`src/rtl/instr_fetch_unit.sv`:
```
// Instruction fetch stage: holds the PC, runs the instruction-memory
// request/valid handshake, latches the fetched word and splits it into decode
// fields. It also selects the next PC from the downstream PCS/BS controls.
// Optional feature macro: MISALIGN_TRAP_EN. When it is defined, a next PC with
// bit1 set raises a sticky TRAP and parks the unit in HALT. When it is not
// defined, the low two bits of the next PC are cleared and execution continues.
module instr_fetch_unit #(
    parameter logic [31:0] RESET_PC = 32'h0000_0000,
    parameter int unsigned XLEN     = 32
) (
    input  logic            CLK,
    input  logic            RST,
    output logic            IMEM_REQ,
    output logic [XLEN-1:0] IMEM_ADDR,
    input  logic            IMEM_VALID,
    input  logic [XLEN-1:0] IMEM_RDATA,
    input  logic            STALL,
    input  logic [1:0]      PCS,
    input  logic            BS,
    input  logic            ZERO,
    input  logic            NEG,
    input  logic [XLEN-1:0] BR_TARGET,
    input  logic [XLEN-1:0] JMP_TARGET,
    output logic [XLEN-1:0] INSTR,
    output logic [6:0]      OP_CODE,
    output logic [2:0]      FUNCT_3,
    output logic [6:0]      FUNCT_7,
    output logic [4:0]      RD,
    output logic [4:0]      RS1,
    output logic [4:0]      RS2,
    output logic            INSTR_VALID,
    output logic [XLEN-1:0] PC,
    output logic [XLEN-1:0] PC_PLUS4,
    output logic            TRAP
);

    localparam logic [XLEN-1:0] NOP       = XLEN'(32'h0000_0013);
    localparam logic [XLEN-1:0] FOUR      = XLEN'(4);
    localparam logic [XLEN-1:0] MASK_BIT0 = ~XLEN'(1);
    localparam logic [XLEN-1:0] MASK_LOW2 = ~XLEN'(3);

    typedef enum logic [1:0] {
        StBoot,
        StFetch,
`ifdef MISALIGN_TRAP_EN
        StExec,
        StHalt
`else
        StExec
`endif
    } state_e;

    state_e          state_q;
    logic [XLEN-1:0] pc_q;
    logic [XLEN-1:0] instr_q;
    logic            imem_req_q;
    logic            instr_valid_q;
    logic            trap_q;

    logic [XLEN-1:0] pc_plus4;
    logic            taken;
    logic [XLEN-1:0] next_pc;
    logic [XLEN-1:0] next_pc_al;

    // Next-PC selection; jump target has bit0 cleared before anything else.
    always_comb begin
        pc_plus4 = pc_q + FOUR;
        taken    = BS ? !ZERO : !NEG;
        next_pc  = pc_plus4;
        unique case (PCS)
            2'b00:   next_pc = taken ? BR_TARGET : pc_plus4;
            2'b01:   next_pc = JMP_TARGET & MASK_BIT0;
            2'b10:   next_pc = pc_plus4;
            default: next_pc = pc_q;
        endcase
        next_pc_al = next_pc & MASK_LOW2;
    end

    // Fetch FSM with registered request/valid/trap outputs.
    always_ff @(posedge CLK) begin
        if (RST) begin
            state_q       <= StBoot;
            pc_q          <= RESET_PC[XLEN-1:0];
            instr_q       <= NOP;
            imem_req_q    <= 1'b0;
            instr_valid_q <= 1'b0;
            trap_q        <= 1'b0;
        end else begin
            case (state_q)
                StBoot: begin
                    state_q    <= StFetch;
                    imem_req_q <= 1'b1;
                end
                StFetch: begin
                    if (IMEM_VALID) begin
                        instr_q       <= IMEM_RDATA;
                        state_q       <= StExec;
                        imem_req_q    <= 1'b0;
                        instr_valid_q <= 1'b1;
                    end
                end
                StExec: begin
                    if (!STALL) begin
`ifdef MISALIGN_TRAP_EN
                        if (next_pc[1]) begin
                            // PC stays on the offending instruction.
                            trap_q        <= 1'b1;
                            state_q       <= StHalt;
                            instr_valid_q <= 1'b0;
                            imem_req_q    <= 1'b0;
                        end else begin
                            pc_q          <= next_pc_al;
                            state_q       <= StFetch;
                            instr_valid_q <= 1'b0;
                            imem_req_q    <= 1'b1;
                        end
`else
                        pc_q          <= next_pc_al;
                        state_q       <= StFetch;
                        instr_valid_q <= 1'b0;
                        imem_req_q    <= 1'b1;
`endif
                    end
                end
`ifdef MISALIGN_TRAP_EN
                StHalt: begin
                    imem_req_q    <= 1'b0;
                    instr_valid_q <= 1'b0;
                end
`endif
                default: begin
                    state_q       <= StBoot;
                    imem_req_q    <= 1'b0;
                    instr_valid_q <= 1'b0;
                end
            endcase
        end
    end

    // Decode fields are plain slices of the latched word.
    always_comb begin
        INSTR       = instr_q;
        OP_CODE     = instr_q[6:0];
        RD          = instr_q[11:7];
        FUNCT_3     = instr_q[14:12];
        RS1         = instr_q[19:15];
        RS2         = instr_q[24:20];
        FUNCT_7     = instr_q[31:25];
        PC          = pc_q;
        PC_PLUS4    = pc_plus4;
        IMEM_ADDR   = pc_q;
        IMEM_REQ    = imem_req_q;
        INSTR_VALID = instr_valid_q;
`ifdef MISALIGN_TRAP_EN
        TRAP        = trap_q;
`else
        TRAP        = 1'b0;
`endif
    end

`ifndef MISALIGN_TRAP_EN
    // trap_q is only observable with the trap feature.
    logic unused_trap;
    assign unused_trap = trap_q;
`endif

endmodule

```
`config.mk`:
```
export PLATFORM = sky130hd
export DESIGN_NAME = instr_fetch_unit
export DESIGN_NICKNAME = d
export VERILOG_FILES = /design/src/rtl/instr_fetch_unit.sv
export SDC_FILE = /design/constraint.sdc
export NUM_CORES = 1
export LEC_CHECK = 0
export CAP_MARGIN = 20
export CORE_MARGIN = 2
export CORE_UTILIZATION = 38
export CTS_BUF_LIST = sky130_fd_sc_hd__clkbuf_8
export DETAILED_ROUTE_END_ITERATION = 7
export PLACE_DENSITY = 0.83
export SLEW_MARGIN = 15
export SYNTH_ARGS = -nofsm -noshare
export SYNTH_HDL_FRONTEND = slang
export SYNTH_SLANG_ARGS = --single-unit
```
`constraint.sdc`:
```
create_clock -name CLK -period 3.09 [get_ports CLK]
set_clock_uncertainty 0.15 [all_clocks]
set_input_delay 0.618 -clock CLK [delete_from_list [all_inputs] [get_ports CLK]]
set_output_delay 0.618 -clock CLK [all_outputs]
set_load 0.02 [all_outputs]
```
# Word-level counts from Yosys, hierarchy flattened
# Cells that the tools add are included.
# op_classes
n_addsub,1
eq_ne,6
muxes,12
bitwise_logic,2
n_reduce_logical,9
# op_table
cell,count
32-bit case mux with 3 select lines,1
32-bit by 3-bit adder with 32-bit output (second input constant),1
32-bit 2-to-1 mux,1
1-bit case mux with 3 select lines,2
2-bit case mux with 3 select lines,1
3-bit AND reduction,2
1-bit 2-to-1 mux,5
2-bit by 1-bit equality test with 1-bit output (second input constant),2
2-bit equality test (second input constant),2
2-bit zero test,2
2-bit 2-to-1 mux,2
2-bit != test (second input constant),2
2-bit AND reduction,2
3-bit nonzero test,1
1-bit zero test,2
1-bit inverter,2
# word_totals
ff_bits,66
inputBits,105
out_inout_bits,163
elab_cells,35

# Depth between registers and ports, before layout
# Gate-level depths: netlist of run 1.
# depth
depth_word,4
depth_mapped,7
mapped_depth_nobuf,6

# Worst setup path before layout of run 1
# Ideal clock, no wire load.
# synth_timing
kind,reg2out
startpoint,"register pc_q[2], in the netlist IMEM_ADDR[2]"
endpoint,output PC_PLUS4[20]
arrival_ns,2.139
required_time_ns,2.322
slack_ns,0.183
stages_incl_launch_ff,7
path_buffers,1
cell_sequence,dfxtp_1 > ha_1 > nand3_4 > or4_1 > buf_2 > nor2_1 > xor2_1
# synth_between
elab_chain_cells,1
# synth_lines
element,line,text
"start, declared",54,logic [XLEN-1:0] pc_q;
"start signal, assigned",83,pc_q <= RESET_PC[XLEN-1:0];
"start signal, assigned",118,pc_q <= next_pc_al;
32-bit by 3-bit adder with 32-bit output,67,pc_plus4 = pc_q + FOUR;
"end, declared",33,"output logic [XLEN-1:0] PC_PLUS4,"
# No other way between the ends.

# Worst setup path in the final report of run 1
# layout_timing
startpoint,"register pc_q[5], in the netlist IMEM_ADDR[5]"
endpoint,output PC_PLUS4[7]
# The elaborated chain is that of the path after synthesis.

==> results of run 1 <==
critical path, cell delays in order, from the launching register on:
cell and delay (ns):
sky130_fd_sc_hd__dfxtp_1 0.44, sky130_fd_sc_hd__buf_4 0.18, sky130_fd_sc_hd__and4_2 0.29, sky130_fd_sc_hd__nand2_1 0.09, sky130_fd_sc_hd__xnor2_1 0.26, sky130_fd_sc_hd__clkdlybuf4s50_1 0.67
cells by family (layout without fill, tap and decap cells):
| logic type | after synthesis | in the layout | synth area share (%) |
|---|---|---|---|
| xor+xnor | 22 | 22 | 4.50 |
| mux | 3 | 3 | 0.731 |
| fa+ha+maj | 1 | 1 | 0.292 |
| buf+inv | 123 | 339 | 17.1 |
| flops | 65 | 65 | 30.4 |
| compound gates | 167 | 167 | 24.6 |
| other cells | 1 | 7 | 0.0876 |
| simple gates | 200 | 200 | 22.3 |
worst paths after layout:
path | to | cells after the start
hold reg to reg | INSTR[6] | 2
hold / removal | INSTR[6] | 2
setup / recovery | PC_PLUS4[7] | 5
setup reg to reg | IMEM_ADDR[31] | 8
sequential cells by signal (all words and copies together) (netlist names):
register     count
INSTR           32
IMEM_ADDR       30
IMEM_REQ         1
INSTR_VALID      1
state_q          1
per-stage QoR:
stage | setup TNS [ns] | setup slack [ns] | cells | utilization (%)
floorplan | 0 | 0.183 | 588 | -
global placement | 0 | 0.0650 | 924 | 61.6
detailed placement | 0 | 0.0465 | 924 | 61.6
CTS | 0 | 0.0126 | 941 | 63.8
global route | -0.0158 | -0.0110 | 944 | 63.9
finish | 0 | 0.0481 | 944 | 63.9
layer usage:
metal  vias to the layer above  GRT usage (%)  wire length (um)
li1                       2412              -                 -
met1                      2481           34.5              6610
met2                       327           45.2              8390
met3                        27           6.17              1800
met4                         0           9.20               327
met5                         -              0                 0
repair_timing:
item / 4_1_cts / 5_1_grt
setup endpoints to repair: 23 / 17
pin swaps: 2 / 3
gates resized for setup: 32 / 24
buffers inserted: 1 / 3
cell type report:
type | count | area [um^2]
inverter | 17 | 63.8
sequential | 65 | 1300
multi-input combinational | 400 | 2320
timing repair buffer | 306 | 2900
clock inverter | 7 | 96.3
tap | 140 | 175
fill | 948 | 3950
clock buffer | 9 | 124
layout by cell type, fill, tap and decap left out, drive strengths merged, types with 11 or more instances in the layout:
| cell type | n |
|---|---|
| nand3 | 16 |
| xnor2 | 13 |
| o21ai | 42 |
| a21oi | 62 |
| clkdlybuf4s50 | 231 |
| nand4 | 11 |
| clkbuf | 16 |
| nand2 | 97 |
| inv | 18 |
| buf | 52 |
| nor2 | 26 |
| dfxtp | 65 |
power breakdown:
part           switching [mW]  total (mW)  internal (mW)  leakage (nW)
Combinational           0.285       0.571          0.286          2.06
Sequential             0.0302       0.900          0.870         0.528
Clock                   0.363       0.817          0.454         0.107
==> flow_summary.yaml, run 1 <==
yosys:
  post-synth-top-count-cell: "sky130_fd_sc_hd__nand2_1"
  mappedNetlistArea_um2: 4280
  gate_count_post_synth: 582
  synth_largest_type_area_fraction_pct: 30.4
  ys_top_cells_by_count: "sky130_fd_sc_hd__nand2_1 (97), sky130_fd_sc_hd__buf_4 (70), sky130_fd_sc_hd__dfxtp_1 (65)"
  avgSynthCellArea_um2: 7.35
  async_flop_share_pct: 0
  yosys_warnings: 0
  synth_enable_flop_cells: 0
  synth-seq-cells: 65
  dominant_cells_by_area_after_synthesis: "sky130_fd_sc_hd__dfxtp_1 (30%), sky130_fd_sc_hd__buf_4 (12%), sky130_fd_sc_hd__nand2_1 (8.5%)"
  synth_top_flop_cell: "sky130_fd_sc_hd__dfxtp_1"
  synth_seq_area_share_pct: 30.4
  yosys.cell_types.count: 62
  synth.largest_area_cell: "sky130_fd_sc_hd__dfxtp_1"
power:
  cellLeakagePower_nw: 2.70
  power.density_cell_area_nw_per_um2: 328
  p_total_mw: 2.29
  vdd_drop_max_mv: 0.243
floorplan:
  placeableCoreArea_um2: 10900
  floorplan.die.width_um: 110
  ioPinCount: 268
  count_of_standard_cell_rows: 38
  floorplan.die_area_um2: 12100
  effective_utilization_at_floorplan_pct: 39.1
  die-height_um: 110
timing:
  worst_slack_on_hold_paths_ns: 0.319
  worst_slew_pin_tran_ns: 0.949
  final.min_clock_period_ns: 3.04
  final_hold_viol_count: 0
  max_freq_mhz: 329
  slew_violations: 0
  final-setup-viol-count: 0
  final_min_period_over_clock_period_pct: 98.4
  timing.max_slew.rel_slack_pct: 36.6
cts:
  cts_tree: "built"
  cts_buffer_depth: 2
  htreeDepth: 3
  clock_network_latency_to_the_later_pin_of_the_worst_skew_pair_ns: 0.34
  cts.hold.buffers_added: 0
  cts-buffers-inserted: 9
  clk_root_buffer_cell: "sky130_fd_sc_hd__clkbuf_8"
  clock_sinks: 65
  clk_pin_slew_worst_paths_ns: 0.08
layout:
  area_delta_synth_final_pct: 63.2
  insertedDiodeCount: 0
  drive_above_1_share_pct: 12.6
  fin_area_um2: 6980
  final_nets: 905
placement:
  buffer_ports.inserted: 256
  instance_area_after_placement_um2: 6730
  place_congestion: 0.890
  place_hpwl_mm: 12.8
hold_path:
  hold_path.class: "reg -> reg"
  hp-start: "INSTR[6]"
detailed_routing:
  drt-pass1-iter-count: 4
  drcViolationCount: 0
  route.detailed.vias_per_inst: 5.56
  avgRoutedWirePerCell_um: 18.1
  dr.first_iter.drc_count: 546
  totalWireLength_mm: 17.1
  vias: 5247
  ant_nets: 0
critical_path:
  timing.critical_path.from: "IMEM_ADDR[5]"
  endpoint_kind: "output pin"
  crit-reg2reg-launch: "IMEM_ADDR[2]"
  critical_path_arrival_ns: 2.27
  crit_path_start_kind: "flop"
  type_of_the_setup_path_with_the_least_slack: "reg -> out"
  critical_path_peak_fanout: 5
  r2r_slack_ns: 0.74
  critical_path_required_time_ns: 2.32
global_route:
  initial_antenna_violation_count: 0
  overflow_after_grt: 0
  first_global_vias: 4919
  grt_pass1_wl_mm: 25.6
  groute.usage.overall_pct: 27.1
  grt_start_max_net_pins: 37
run_status:
  outcome: "finished clean"
job:
  maxCapViolations: 0
Note: power is estimated with default switching activity, not from simulation.
==> run 2: changes to the inputs <==
- CORE_ASPECT_RATIO: not set -> 1.1
==> run 2 against run 1 <==
Effect of this change: maximum frequency about the same; critical endpoint is now PC_PLUS4[25]; clock power increased by 2%; sequential share of layout area decreased by 0.14 points; cell area increased by 0.75%; total power increased by 0.97%; sequential cell count unchanged; global-route usage decreased by 0.50 points; register-to-register slack improved by 0.05 ns.
==> flow_summary.yaml, run 2 (same netlist as run 1, synthesis figures left out) <==
detailed_routing:
  topRoutingLayerUsed: "met4"
  wirelength_met1_mm: 6.65
  dr.first_iter.drc_count: 385
  totalWireLength_mm: 17.1
  avgRoutedWirePerCell_um: 17.8
  met3_length_mm: 1.44
  drt-pass1-iter-count: 7
  met2RoutedLength_mm: 8.46
  vias: 5267
  route.detailed.vias_per_inst: 5.49
  drcViolationCount: 0
  ant_nets: 0
floorplan:
  placeableCoreArea_um2: 11000
  count_of_standard_cell_rows: 40
  effective_utilization_at_floorplan_pct: 39.0
  floorplan.die.width_um: 105
  die-height_um: 115
  floorplan.die_area_um2: 12100
  ioPinCount: 268
hold_path:
  hp-start: "INSTR[8]"
  hold_path.class: "reg -> reg"
  min_delay_worst_endpoint: "INSTR[8]"
  hold_depth: 2
global_route:
  grt_pass1_wl_mm: 25.7
  initial_antenna_violation_count: 1
  grt_start_max_net_pins: 41
  first_global_vias: 5110
  overflow_after_grt: 0
  groute.usage.overall_pct: 26.6
critical_path:
  critical_path_arrival_ns: 2.27
  critical_path_peak_fanout: 5
  type_of_the_setup_path_with_the_least_slack: "reg -> out"
  critical_path.reg2reg.endpoint: "IMEM_ADDR[23]"
  crit-reg2reg-launch: "state_q[1]"
  crit_path_start_kind: "flop"
  endpoint_kind: "output pin"
  worstRegToRegCells: 6
  critical_path_required_time_ns: 2.32
  r2r_slack_ns: 0.79
timing:
  fin_setup_tns_ns: 0
  max_freq_mhz: 329
  final_hold_viol_count: 0
  slew_violations: 0
  final_min_period_over_clock_period_pct: 98.4
  final.min_clock_period_ns: 3.04
  final-setup-viol-count: 0
  worst_slew_pin_tran_ns: 0.712
  timing.max_slew.rel_slack_pct: 52.5
  worst_slack_on_hold_paths_ns: 0.323
  layout_setup_ws_ns: 0.0484
cts:
  clock_network_latency_to_the_later_pin_of_the_worst_skew_pair_ns: 0.35
  cts_tree: "built"
  htreeDepth: 3
  cts_buffer_depth: 2
  clk_root_buffer_cell: "sky130_fd_sc_hd__clkbuf_8"
  clock_sinks: 65
  clk_pin_slew_worst_paths_ns: 0.08
  cts.hold.buffers_added: 0
  cts-buffers-inserted: 9
placement:
  pre_cts_ws_ns: -0.00310
  place_hpwl_mm: 13.3
  instance_area_after_placement_um2: 6800
  place_congestion: 0.944
  buffer_ports.inserted: 256
layout:
  total_area_of_multi_input_combinational_cells_um2: 2310
  fillers: 936
  area_delta_synth_final_pct: 64.4
  layout.area.seq_um2: 1300
  final_nets: 913
  layout.cells.most_common_list: "sky130_fd_sc_hd__clkdlybuf4s50_1 (232), sky130_fd_sc_hd__nand2_1 (97), sky130_fd_sc_hd__dfxtp_1 (65), sky130_fd_sc_hd__a21oi_1 (61), sky130_fd_sc_hd__buf_4 (58)"
  layout_commonest_cell: "sky130_fd_sc_hd__clkdlybuf4s50_1"
  max_reg_flops: 32
  fin_area_um2: 7040
  drive_above_1_share_pct: 13.3
run_status:
  outcome: "finished clean"
power:
  cellLeakagePower_nw: 2.74
  power.density_cell_area_nw_per_um2: 328
  p_total_mw: 2.31
  vdd_drop_max_mv: 0.224
job:
  maxCapViolations: 0
-- run 2: final cells by class --
cell class	count	share of cell area (%)
sequential	65	18.5
clock buffer	9	1.76
multi-input combinational	400	32.9
inverter	17	0.907
antenna	1	0.0356
clock inverter	7	1.44
tap	147	2.61
timing repair buffer	314	41.9
-- run 2: power by group --
part / leakage [nW] / internal, mW / switching [mW] / total (mW)
clock: 0.106 / 0.461 / 0.373 / 0.834
combinational: 2.10 / 0.291 / 0.286 / 0.577
sequential: 0.528 / 0.870 / 0.0301 / 0.900
-- run 2: worst max path at each step --
stage | start | to | slack (ns)
final | IMEM_ADDR[13] | PC_PLUS4[25] | 0.05
after global routing | IMEM_ADDR[6] | PC_PLUS4[25] | -0.02
after CTS | IMEM_ADDR[2] | PC_PLUS4[28] | 0.004
after detailed placement | IMEM_ADDR[2] | PC_PLUS4[20] | -0.003
after global placement | IMEM_ADDR[2] | PC_PLUS4[20] | 0.04
after floorplan | IMEM_ADDR[2] | PC_PLUS4[20] | 0.18
-- run 2: per-layer routing --
layer | up-vias | track usage (%)
met2 | 347 | 45.9
met5 | - | 0
li1 | 2432 | -
met1 | 2443 | 31.2
met4 | 0 | 13.3
met3 | 45 | 5.90
-- run 2: timing repair --
action,in CTS,in global routing
resized for setup,27,22
endpoints found under the setup margin,21,13
hold endpoints to repair,0,0
pin swaps,0,2
buffers inserted,0,3
-- run 2: critical path: stages (launching register included) --
cell and delay, ns:
sky130_fd_sc_hd__dfxtp_1 0.36, sky130_fd_sc_hd__nand4_1 0.28, sky130_fd_sc_hd__or2_4 0.36, sky130_fd_sc_hd__nor4_1 0.27
sky130_fd_sc_hd__buf_4 0.18, sky130_fd_sc_hd__xor2_1 0.14, sky130_fd_sc_hd__dlygate4sd2_1 0.35
-- run 2: through the flow --
stage,utilization [%],instances
floorplan,-,588
global placement,62.0,940
detailed placement,62.0,940
CTS,64.0,956
global route,64.2,960
finish,64.2,960
